===== src/rtl/mux_nx1_rr.sv =====
// mux_nx1_rr: N-to-1 channel multiplexer with a single-entry registered output.
// The grant comes either from a fixed select or from a round-robin search that
// starts at a rotating pointer. A word loads whenever the output register is
// empty or is being drained in the same cycle.
module mux_nx1_rr #(
    parameter int unsigned WIDTH = 8,
    parameter int unsigned N     = 4,
    parameter int unsigned SEL_W = 2
) (
    input  logic                 clk,
    input  logic                 rst,
    input  logic [N*WIDTH-1:0]   in_data,
    input  logic [N-1:0]         in_valid,
    output logic [N-1:0]         in_ready,
    input  logic                 mode,
    input  logic [SEL_W-1:0]     sel,
    output logic [WIDTH-1:0]     out_data,
    output logic [SEL_W-1:0]     out_chan,
    output logic                 out_valid,
    input  logic                 out_ready
);

    logic [WIDTH-1:0] data_q, data_d;
    logic [SEL_W-1:0] chan_q, chan_d;
    logic             valid_q, valid_d;
    logic [SEL_W-1:0] ptr_q, ptr_d;

    logic             rr_found;
    logic [SEL_W-1:0] rr_idx;
    logic             grant_ok;
    logic [SEL_W-1:0] grant_idx;
    logic             load_en;
    logic             xfer;
    logic [WIDTH-1:0] sel_data;
    logic [SEL_W-1:0] ptr_next;

    // Round-robin search: first valid channel at ptr, ptr+1, ... wrapping modulo N.
    always_comb begin
        int unsigned      c;
        logic [SEL_W-1:0] cidx;
        rr_found = 1'b0;
        rr_idx   = '0;
        c        = 0;
        cidx     = '0;
        for (int unsigned k = 0; k < N; k++) begin
            c = int'(ptr_q) + k;
            if (c >= N) begin
                c = c - N;
            end
            cidx = SEL_W'(c);
            if (!rr_found && in_valid[cidx]) begin
                rr_found = 1'b1;
                rr_idx   = cidx;
            end
        end
    end

    // Grant selection, per-channel ready, data mux and output register next state.
    always_comb begin
        grant_ok  = 1'b0;
        grant_idx = '0;
        if (mode) begin
            grant_ok  = rr_found;
            grant_idx = rr_idx;
        end else if ((int'(sel) < N) && in_valid[sel]) begin
            grant_ok  = 1'b1;
            grant_idx = sel;
        end

        load_en = !valid_q || out_ready;
        xfer    = grant_ok && load_en && !rst;

        in_ready = '0;
        sel_data = '0;
        for (int unsigned k = 0; k < N; k++) begin
            in_ready[k] = xfer && (grant_idx == SEL_W'(k));
            if (grant_idx == SEL_W'(k)) begin
                sel_data = in_data[k*WIDTH +: WIDTH];
            end
        end

        if (int'(grant_idx) + 1 >= N) begin
            ptr_next = '0;
        end else begin
            ptr_next = grant_idx + 1'b1;
        end

        data_d  = data_q;
        chan_d  = chan_q;
        valid_d = valid_q;
        ptr_d   = ptr_q;
        if (xfer) begin
            data_d  = sel_data;
            chan_d  = grant_idx;
            valid_d = 1'b1;
            if (mode) begin
                ptr_d = ptr_next;
            end
        end else if (valid_q && out_ready) begin
            valid_d = 1'b0;
        end
    end

    // Output register and round-robin pointer; reset discards any held word.
    always_ff @(posedge clk) begin
        if (rst) begin
            data_q  <= '0;
            chan_q  <= '0;
            valid_q <= 1'b0;
            ptr_q   <= '0;
        end else begin
            data_q  <= data_d;
            chan_q  <= chan_d;
            valid_q <= valid_d;
            ptr_q   <= ptr_d;
        end
    end

    assign out_data  = data_q;
    assign out_chan  = chan_q;
    assign out_valid = valid_q;

endmodule


===== config.mk =====
export PLATFORM = sky130hd
export DESIGN_NAME = mux_nx1_rr
export DESIGN_NICKNAME = d
export VERILOG_FILES = /design/src/rtl/mux_nx1_rr.sv
export SDC_FILE = /design/constraint.sdc
export NUM_CORES = 1
export LEC_CHECK = 0
export ABC_AREA = 1
export CAP_MARGIN = 30
export CORE_MARGIN = 2
export CORE_UTILIZATION = 25
export DETAILED_ROUTE_END_ITERATION = 10
export HOLD_SLACK_MARGIN = 0.02
export PLACE_DENSITY = 0.56
export SLEW_MARGIN = 20
export SYNTH_ARGS = -nofsm -noshare
export SYNTH_HDL_FRONTEND = slang
export SYNTH_SLANG_ARGS = --single-unit

===== constraint.sdc =====
create_clock -name clk -period 3.35 [get_ports clk]
set_input_delay 0.8375 -clock clk [delete_from_list [all_inputs] [get_ports clk]]
set_output_delay 0.8375 -clock clk [all_outputs]
set_load 0.01 [all_outputs]

After elaboration in Yosys (flattened, before gate mapping)
Index checks and enable logic that the tools add are counted.
{ "totals": {"regBits": 13} }
{ "classes": {"addsub": 9, "order_cmp": 10, "n_eq_ne": 3, "mux": 33, "n_reduce_logical": 19} }
{ "op_table": {"columns": ["operator", "count"], "rows": [
  ["$mux 8", 4],
  ["$mux 2", 11],
  ["$lt 2x3->1 const B", 5],
  ["$mux 1", 13],
  ["$ge 3x3->1 const B", 4],
  ["$bmux 1 s2", 5],
  ["$logic_and 1x1->1", 10],
  ["$sub 2x1->2 const B", 4],
  ["$add 2x1->3 const B", 2],
  ["$add 2x2->3 const B", 2],
  ["$logic_not 1->1", 5],
  ["$eq 2x2->1 const B", 2],
  ["$ge 2x3->1 const B", 1],
  ["$add 2x1->2 const B", 1],
  ["$eq 2x1->1 const B", 1],
  ["$logic_not 2->1", 1],
  ["$reduce_and 2->1", 1],
  ["$reduce_bool 2->1", 1],
  ["$logic_or 1x1->1", 1]
]} }

Depth between registers and ports, before layout
Gate-level depths: netlist of run 1.
{ "depth": {"ltp_word": 20, "ltp_mapped": 22} }

Worst setup path after synthesis of run 1
Ideal clock, no wire load.
{ "synth_path": {"path_kind": "input to output", "from": "input port in_valid[3]", "to": "output port in_ready[3]", "arrival_time_ps": 2431, "slack_ps": 82, "cell_stages": 14, "path_cell_list": "inv_1 -> nand2_1 -> nand3_1 -> nand2_2 -> nor2_4 -> nand3_1 -> nand3_1 -> nand3_1 -> nand2_1 -> ha_1 -> clkbuf_1 -> clkbuf_1 -> inv_1 -> nor2_1"} }
{ "synth_between": {"word_cells_on_any_way": 32, "classes_between": "eq/ne: 1; mux: 22; reduce/logical: 9"} }
{ "synth_lines": {"columns": ["item", "line_no", "rtl"], "rows": [
  ["start: declaration", "13", "input logic [N-1:0] in_valid,"],
  ["$bmux 1 s2", "51", "if (!rr_found && in_valid[cidx]) begin"],
  ["$mux 1 (not written as such)", "51", null],
  ["$mux 1", "51", null],
  ["$logic_not 1->1", "51", null],
  ["$logic_and 1x1->1", "51", null],
  ["$mux 1", "51", null],
  ["$logic_not 1->1", "51", null],
  ["$logic_and 1x1->1", "51", null],
  ["$mux 1", "51", null],
  ["$logic_not 1->1", "51", null],
  ["$logic_and 1x1->1", "51", null],
  ["$mux 2", "51", null],
  ["$mux 2 (*)", "62", "if (mode) begin"],
  ["net grant_idx[1]", "31", "logic [SEL_W-1:0] grant_idx;"],
  ["$eq 2x2->1 (*)", "76", "in_ready[k] = xfer && (grant_idx == SEL_W'(k));"],
  ["$logic_and 1x1->1 (*)", "76", null],
  ["end: declaration", "14", "output logic [N-1:0] in_ready,"]
]} }
The timed path passes the listed nets; every way through them passes the cells marked *. The select of a mux whose other input is x is not followed.

Final worst setup path of run 1
{ "layout_path": {"from": "input port in_valid[3]", "to": "output port in_ready[0]"} }
{ "layout_between": {"elab_chain_cells": 16, "word_cells_on_any_way": 32, "classes_between": "mux: 22; reduce/logical: 10"} }
{ "layout_lines": {"columns": ["item", "line_no", "rtl"], "rows": [
  ["$bmux 1 s2", "51", null],
  ["$mux 1 (not written as such)", "51", null],
  ["$mux 1", "51", null],
  ["$logic_not 1->1", "51", null],
  ["$logic_and 1x1->1", "51", null],
  ["$mux 1", "51", null],
  ["$logic_not 1->1", "51", null],
  ["$logic_and 1x1->1", "51", null],
  ["$mux 1", "51", null],
  ["$logic_not 1->1", "51", null],
  ["$logic_and 1x1->1", "51", null],
  ["$mux 1", "51", null],
  ["$mux 1", "62", null],
  ["$logic_and 1x1->1 (2 in series)", "71", "xfer = grant_ok && load_en && !rst;"],
  ["$logic_and 1x1->1 (*)", "76", null]
]} }
Every way passes the cells marked *; elsewhere a longest branch is shown, timed or not. The select of a mux whose other input is x is not followed.

==> flow_metrics.py, run 1 <==
metrics = {
    "run_status": {
        "status": "complete, no violations",
    },
    "cts": {
        "cts_tree": "built",
        "cts_made_buffers": 3,
        "cts.root.buffer_cell": "clkbuf_8",
        "clkSlewWorstSetupHoldPaths_ns": 0.05,
        "clockBufferDepth": 2,
        "clock_sinks": 13,
        "h-tree-depth": 1,
        "clk_latency_ns": 0.24,
        "cts_hold_buf": 0,
    },
    "critical_path": {
        "worstSetupEndpointType": "output pin",
        "path_max_fanout": 4,
        "crit_path_start_kind": "primary input",
        "arrival_ns": 2.39,
        "crit_required_ns": 2.51,
        "critPathKind": "primary input to output pin",
        "worst_r2r_path_depth": 18,
    },
    "floorplan": {
        "start_util_pct": 25.68,
        "pin_count": 57,
        "die_y_um": 73.43,
        "coreArea_um2": 4692,
        "fp-row-count": 25,
        "die_w_um": 73.43,
        "fp.dieArea_um2": 5391,
    },
    "min_path": {
        "hold-path-cell-count": 2,
        "hold_class": "flop to flop",
    },
    "logic_synthesis": {
        "syn_nets": 247,
        "synth_cell_types": 24,
        "synth_top_area_cell": "dfxtp_1",
        "synthTopCellsByArea": "dfxtp_1 (22%), nand2_1 (21%), nand3_1 (8.7%), o21ai_0 (7.9%), nand3_2 (6.6%)",
        "syn_avg_cell_area_um2": 5.995,
        "yosysWarnings": 0,
        "ys_seq_area_share_pct": 21.60,
        "synthCells": 201,
        "synth_area_um2": 1205,
        "synth-edff-count": 0,
        "synthArstFlopShare_pct": 0,
        "synth_top_area_share_pct": 21.60,
        "synth_seq_cells": 13,
        "ys.flop_type": "dfxtp_1",
    },
    "route": {
        "wl_per_cell_um": 10.95,
        "drc": 0,
        "drt_iter0_drc": 55,
        "ant_nets": 0,
        "totalWireLength_mm": 3.634,
        "num_vias": 1437,
        "dr.pass1.iters": 4,
        "viasPerCell": 4.328,
    },
    "sta": {
        "setup_violations": 0,
        "tightestPinTransition_ns": 0.4966,
        "rsz0062_at_grt": "true",
        "slew_headroom_pct": 66.85,
        "max_freq_mhz": 309.9,
        "skew_ns": 0.003358,
        "finalHoldViolations": 0,
        "fin_crit_sh_pct": 96.32,
        "slew_violations": 0,
        "final.min_clock_period_ns": 3.227,
        "whs_ns": 0.4544,
    },
    "global_routing": {
        "grt_pass1_wl_mm": 5.713,
        "grt_max_degree": 17,
        "grtUsageMet3_pct": 1.235,
        "busiest_layer": "met2",
        "overflow": 0,
        "grtUsageMet2_pct": 19.92,
        "grt_pass1_vias": 1295,
        "antenna_found_initial": 0,
        "track_usage_pct": 13.21,
        "met1_usage_pct": 19.55,
    },
    "final_layout": {
        "ff_latch_area_um2": 260.3,
        "final_net_count": 325,
        "area_growth_pct": 71.34,
        "post-route-util_pct": 44.00,
        "drive_above_1_share_pct": 26.98,
        "mostFrequentLayoutCells": "nand2_1 (64), clkdlybuf4s50_1 (45), buf_4 (25)",
        "fillCellCount": 510,
        "final_common_cell": "nand2_1",
        "fin_cells": 332,
        "multi_input_area_um2": 882.1,
        "antennaDiodeCount": 0,
    },
    "power": {
        "power_density_nw_per_um2": 359.8,
        "ir_drop_mv": 0.1289,
        "p_leak_uw": 0.0009825,
    },
    "placement": {
        "dp_cells": 324,
        "place_hpwl_mm": 2.892,
        "gp_congestion": 0.8016,
        "port_buffers": 56,
    },
    "job": {
        "max_cap_violations": 0,
    },
}
-- layer usage --
metal / share of wire, % / vias up
met1: 51 / 611
li1: - / 792
met4: 1.1 / 0
met5: 0 / -
met3: 3.1 / 4
met2: 45 / 30
-- cells by family after synthesis --
logic type	share of synthesized area, %
AOI/OAI and AO/OA	13.60
adders and majority gates	4.154
buffers and inverters	12.15
DFF	21.60
and+or+nand+nor	48.49
-- critical path: stages --
cell and delay [ns]:
dlygate4sd2_1 0.25, inv_2 0.07, nand2_2 0.06, nand3_2 0.08, nand2_2 0.08, nor2_4 0.12, nand3_2 0.08, nand2_2 0.07
nor2_1 0.06, nor2_4 0.13, buf_4 0.14, ha_4 0.13, inv_1 0.03, nor2_1 0.11, buf_2 0.14
-- timing repair --
item / CTS / global route
pin swaps: 8 / 13
endpoints found under the setup margin: 4 / 4
gates resized for setup: 32 / 22
buffers inserted: 2 / 2
-- worst paths after layout --
path	startpoint	endpoint	slack, ns
min	out_data[5]	out_data[5]	0.45
min reg2reg	out_data[5]	out_data[5]	0.45
max	in_valid[3]	in_ready[0]	0.12
max reg2reg	ptr_q[0]	out_data[0]	0.93
-- area by class of cell --
cell class / count / share of cell area, %
Multi-Input combinational cell: 157 / 42.73
Timing Repair Buffer: 81 / 34.73
Sequential cell: 13 / 12.61
Inverter: 23 / 4.485
Tap cell: 54 / 3.273
Clock buffer: 4 / 2.182
-- where the power goes --
group,switching [uW],internal [uW],total (uW)
registers,17.6,180,197
logic,205,204,408
clock network,53.1,83.8,137
-- cells in the mapped netlist (2+ instances only) --
cell	n
dfxtp_1	13
ha_1	4
nand3_2	8
inv_2	3
nand2_1	68
inv_1	18
a21oi_1	9
nor2_1	15
o211ai_1	2
nand3_1	21
nand2_2	5
clkbuf_1	5
o21ai_0	19
-- metrics by stage --
stage,area (um^2),TNS (ns),total power (uW),worst slack (ns)
after global routing,2064,-0.07355,812.5,-0.03573
after global placement,1936,-2.344,582.2,-0.6220
after detailed placement,1936,-2.338,582.4,-0.6200
after floorplan,1205,0,404.0,0.08157
after CTS,1996,0,729.0,0.001621
final,2064,0,742.8,0.1232
-- flip-flops by register name, indices dropped and copies added (netlist names) --
name / count
ptr_q: 2
out_chan: 2
out_data: 8
out_valid: 1
No activity file was read; power rests on OpenSTA's default activity.
==> inputs of run 2 (changes only) <==
- PLACE_DENSITY: 0.56 -> not set
- clock period: 3.35 -> 3.7 ns (I/O delays scaled with it)
==> flow_metrics.py, run 2 (synthesis results as in run 1) <==
metrics = {
    "run_status": {
        "status": "complete, no violations",
    },
    "final_layout": {
        "mostFrequentLayoutCells": "nand2_1 (66), clkdlybuf4s50_1 (47), buf_4 (20)",
        "largest_reg_flops": 8,
        "final_net_count": 320,
        "area_growth_pct": 66.46,
        "antennaDiodeCount": 0,
        "fin_area_um2": 2006,
        "fillCellCount": 524,
        "post-route-util_pct": 42.75,
        "drive_above_1_share_pct": 23.08,
        "final_common_cell": "nand2_1",
    },
    "cts": {
        "cts_tree": "built",
        "cts_made_buffers": 3,
        "h-tree-depth": 1,
        "clockBufferDepth": 2,
        "clkSlewWorstSetupHoldPaths_ns": 0.05,
        "clk_latency_ns": 0.24,
        "cts.root.buffer_cell": "clkbuf_8",
        "clock_sinks": 13,
    },
    "floorplan": {
        "pin_count": 57,
        "die_y_um": 73.43,
        "start_util_pct": 25.68,
        "fp.dieArea_um2": 5391,
        "fp-row-count": 25,
        "coreArea_um2": 4692,
        "die_w_um": 73.43,
    },
    "sta": {
        "tns_ns": 0,
        "finalHoldViolations": 0,
        "slew_violations": 0,
        "rsz0062_at_grt": "true",
        "fin_crit_sh_pct": 95.29,
        "setup_ws_ns": 0.1741,
        "tightestPinTransition_ns": 0.4928,
        "slew_headroom_pct": 67.11,
        "final.min_clock_period_ns": 3.526,
        "max_freq_mhz": 283.6,
        "setup_violations": 0,
        "skew_ns": 0.001665,
    },
    "min_path": {
        "hold_class": "flop to flop",
    },
    "power": {
        "power_density_nw_per_um2": 328.3,
        "pwr-share-seq_pct": 27.5,
        "ir_drop_mv": 0.1383,
        "combPwrFrac_pct": 53.7,
        "clkPwrFrac_pct": 18.8,
        "p_leak_uw": 0.0009463,
        "p_int_uw": 414.4,
        "netSwitchingFraction_pct": 37.06,
        "p_sw_uw": 244.0,
        "total_power_uw": 658.5,
    },
    "route": {
        "drc": 0,
        "dr.pass1.iters": 4,
        "ant_nets": 0,
        "num_vias": 1463,
        "drt_iter0_drc": 71,
        "totalWireLength_mm": 3.559,
        "wl_per_cell_um": 10.88,
        "viasPerCell": 4.474,
    },
    "placement": {
        "port_buffers": 56,
        "placedInstanceArea_um2": 1906,
        "place_hpwl_mm": 2.846,
        "gp_congestion": 0.8057,
        "place_ws_ns": -0.4402,
    },
    "job": {
        "max_cap_violations": 0,
    },
    "critical_path": {
        "path_max_fanout": 5,
        "critical-path-top-delay-family": "buffers and inverters",
        "worstSetupEndpointType": "output pin",
        "crit_path_start_kind": "primary input",
        "critPathLaunch": "mode",
        "arrival_ns": 2.60,
        "reg2reg_to": "out_data[0]",
        "endpoint": "in_ready[0]",
        "worst_r2r_path_depth": 19,
        "crit_chain": "clkdlybuf4s50_1, inv_1, o211ai_1, o21ai_0, inv_1, nor2_4, nor2_4, ha_4, inv_1, nor2_1, clkdlybuf4s15_2",
        "path_common_cell": "inv_1",
        "critPathKind": "primary input to output pin",
        "reg2reg_from": "ptr_q[0]",
        "cp.depth": 11,
        "critPathSlowestCell": "clkdlybuf4s50_1",
        "slowest_delay_ns": 0.48,
        "crit_required_ns": 2.77,
        "r2r_setup_slack_ns": 1.13,
        "critPathBufInv": 5,
    },
    "global_routing": {
        "grt_pass1_wl_mm": 5.844,
        "grt_pass1_vias": 1306,
        "antenna_found_initial": 0,
        "track_usage_pct": 13.57,
        "overflow": 0,
        "grt_max_degree": 17,
    },
}
## run 2: how the worst min path moves through the flow
| stage | startpoint | to | slack, ns | cells after the start |
|---|---|---|---|---|
| global route | out_data[7] | out_data[7] | 0.48 | 2 |
| detailed placement | out_data[5] | out_data[5] | 0.45 | 2 |
| global placement | out_data[3] | out_data[3] | 0.45 | 2 |
| floorplan | out_data[2] | out_data[2] | 0.48 | 2 |
| CTS | out_data[3] | out_data[3] | 0.46 | 2 |
| finish | out_data[3] | out_data[3] | 0.46 | 2 |
## run 2: repair_timing
action | 4_1_cts | 5_1_grt
resized for setup | 22 | 12
gates cloned | 0 | 0
pin swaps | 5 | 2
hold buffers | 0 | 0
endpoints found under the setup margin | 4 | 4
buffers inserted | 3 | 0
## run 2: worst reg2reg max path: stages, from the launching register on
cell and delay, ns:
dfxtp_1 0.56, inv_6 0.09, nand2_1 0.10, nand2_1 0.06
o21ai_2 0.17, buf_4 0.14, nand3_1 0.07, nand3_1 0.09
nand3_1 0.08, nand2_2 0.12, inv_2 0.07, ha_4 0.16
buf_4 0.12, buf_4 0.15, nand3_1 0.08, nand2_1 0.05
o21ai_0 0.12, o21ai_0 0.12, nand2_1 0.07, nand2_1 0.04
## run 2: metrics by stage
stage / instances / hold slack [ns]
after floorplan: 201 / 0.4798
after global placement: 320 / 0.4509
after detailed placement: 320 / 0.4534
after CTS: 327 / 0.4622
after global routing: 327 / 0.4824
final: 327 / 0.4562
## run 2: layer usage
layer | track usage, % | share of wire [%] | up-vias
li1 | - | - | 785
met1 | 19.30 | 48 | 642
met2 | 21.82 | 48 | 32
met3 | 1.372 | 3.0 | 4
met4 | 3.636 | 1.0 | 0
met5 | 0 | 0 | -
## run 2: cell type report
cell class / count / area [um^2] / area share (%)
multi-input combinational: 157 / 850.8 / 42.42
timing repair buffer: 76 / 690.7 / 34.44
sequential: 13 / 260.3 / 12.98
inverter: 23 / 91.34 / 4.554
tap: 54 / 67.56 / 3.369
clock buffer: 4 / 45.04 / 2.246
## run 2: power groups by stage
stage	clock (uW)	combinational, uW	sequential, uW
2_1_floorplan	0	178	188
3_3_place_gp	0	335	183
3_5_place_dp	0	337	184
4_1_cts	128	347	182
5_1_grt	137	402	184
6_report	124	354	181
==> inputs of run 3 (changes only) <==
- MAX_ROUTING_LAYER: not set -> met4
- REMOVE_ABC_BUFFERS: not set -> 1
==> flow_metrics.py, run 3 (synthesis results as in run 1) <==
metrics = {
    "floorplan": {
        "fp.dieArea_um2": 5391,
        "coreArea_um2": 4692,
        "die_w_um": 73.43,
        "start_util_pct": 25.68,
        "pin_count": 57,
        "die_y_um": 73.43,
        "fp-row-count": 25,
    },
    "power": {
        "p_int_uw": 413.4,
        "p_sw_uw": 236.6,
        "netSwitchingFraction_pct": 36.40,
        "p_leak_uw": 0.0009582,
        "power_density_nw_per_um2": 326.7,
        "clkPwrFrac_pct": 18.9,
        "combPwrFrac_pct": 53.6,
        "pwr-share-seq_pct": 27.5,
        "ir_drop_mv": 0.1169,
    },
    "critical_path": {
        "crit_chain": "dlygate4sd2_1, inv_2, nand2_2, nand3_2, o21ai_2, buf_4, inv_2, nand3_2, nand2_2, nor2_1, nor2_2, inv_2, ha_1, inv_1, nor2_1, clkdlybuf4s15_2",
        "reg2reg_from": "ptr_q[0]",
        "worstSetupEndpointType": "output pin",
        "crit_path_start_kind": "primary input",
        "critPathKind": "primary input to output pin",
        "crit_required_ns": 2.77,
        "slowest_delay_ns": 0.26,
        "path_common_cell": "inv_2",
        "worst_r2r_path_depth": 20,
        "path_max_fanout": 4,
        "critPathSlowestCell": "dlygate4sd2_1",
        "r2r_setup_slack_ns": 1.13,
        "reg2reg_to": "out_data[3]",
        "arrival_ns": 2.61,
    },
    "sta": {
        "tightestPinTransition_ns": 0.4749,
        "whs_ns": 0.4539,
        "slew_violations": 0,
        "setup_violations": 0,
        "final.min_clock_period_ns": 3.537,
        "slew_headroom_pct": 68.30,
        "fin_crit_sh_pct": 95.60,
        "tns_ns": 0,
        "setup_ws_ns": 0.1627,
        "rsz0062_at_grt": "false",
        "skew_ns": 0.003902,
        "finalHoldViolations": 0,
        "max_freq_mhz": 282.7,
    },
    "global_routing": {
        "grt_max_degree": 17,
        "antenna_found_initial": 0,
        "grt_pass1_vias": 1225,
        "overflow": 0,
        "grt_pass1_wl_mm": 5.423,
        "track_usage_pct": 12.93,
    },
    "cts": {
        "cts_made_buffers": 3,
        "clockBufferDepth": 2,
        "h-tree-depth": 1,
        "clk_latency_ns": 0.24,
        "clkSlewWorstSetupHoldPaths_ns": 0.05,
        "cts_hold_buf": 0,
        "clock_sinks": 13,
        "cts_tree": "built",
        "cts.root.buffer_cell": "clkbuf_8",
    },
    "min_path": {
        "hold_class": "flop to flop",
        "hold-path-endpoint": "out_data[6]",
        "hold-path-cell-count": 2,
        "min_from": "out_data[6]",
    },
    "route": {
        "totalWireLength_mm": 3.506,
        "top_layer": "met4",
        "drc": 0,
        "dr.pass1.iters": 4,
        "num_vias": 1418,
        "wl_per_cell_um": 10.69,
        "wl_met2_mm": 1.732,
        "met1_length_mm": 1.660,
        "wl_met3_um": 85,
        "drt_iter0_drc": 33,
        "ant_nets": 0,
        "viasPerCell": 4.323,
    },
    "placement": {
        "place_hpwl_mm": 2.830,
        "place_ws_ns": -0.4255,
        "port_buffers": 56,
        "placedInstanceArea_um2": 1913,
        "gp_congestion": 0.8238,
    },
    "final_layout": {
        "final_common_cell": "nand2_1",
        "largest_reg_flops": 8,
        "fin_area_um2": 1989,
        "area_growth_pct": 65.11,
        "mostFrequentLayoutCells": "nand2_1 (65), clkdlybuf4s50_1 (47), buf_4 (21)",
        "post-route-util_pct": 42.40,
        "final_net_count": 321,
        "drive_above_1_share_pct": 21.90,
        "antennaDiodeCount": 0,
    },
    "job": {
        "max_cap_violations": 0,
    },
    "run_status": {
        "status": "complete, no violations",
    },
}
## run 3: cell types whose count changed in the layout (fill, tap and decap cells not counted), moves of 2 or more
cell	delta
nor2_1	+3
clkbuf_2	-2
buf_2	+2
ha_1	+2
dlygate4sd2_1	-3
clkdlybuf4s15_1	+2
nor2_4	-2
## run 3: critical path, delay by kind of cell
family | cells | cell delay [ns]
adders and majority gates | 1 | 0.21
AOI/OAI and AO/OA | 1 | 0.07
and+or+nand+nor | 7 | 0.54
buffers and inverters | 7 | 0.86
## run 3: per-stage QoR
stage / total power (uW) / cells
after floorplan: 358.3 / 193
after global placement: 522.7 / 321
after detailed placement: 522.3 / 321
after CTS: 654.8 / 327
after global routing: 707.0 / 328
final: 649.9 / 328
## run 3: worst max-delay path by stage
stage                           start          end  slack, ns  cells past startpoint
final                     in_valid[3]  in_ready[3]       0.16                     16
after global routing      in_valid[3]  in_ready[3]      0.008                     16
after CTS                      sel[0]  in_ready[3]       0.09                     12
after detailed placement  in_valid[1]  in_ready[1]      -0.43                     15
after global placement    in_valid[1]  in_ready[1]      -0.42                     15
after floorplan           in_valid[3]  in_ready[1]       0.35                     12
## run 3: area by class of cell
class                      count  area, um^2
clock buffer                   4       45.04
tap                           54       67.56
sequential                    13       260.3
inverter                      23       91.34
multi-input combinational    157       820.8
fill                         491        2703
timing repair buffer          77       704.4
## run 3: power by group through the flow
stage | Combinational, uW | Clock, uW | Sequential, uW
floorplan | 168 | 0 | 190
global placement | 341 | 0 | 181
detailed placement | 341 | 0 | 182
CTS | 346 | 129 | 179
global route | 391 | 134 | 182
finish | 348 | 123 | 179
## run 3: what timing repair did
action | in CTS | in global routing
resized for setup | 20 | 12
pin swaps | 6 | 6
setup endpoints to repair | 4 | 4
setup buffers | 2 | 1
cloned | 0 | 0
hold endpoints to repair | 0 | 0
## run 3: routing by layer
metal	global-route usage (%)	vias up
li1	-	785
met1	18.07	603
met2	20.72	28
met3	0	2
met4	3.636	0
met5	-	-
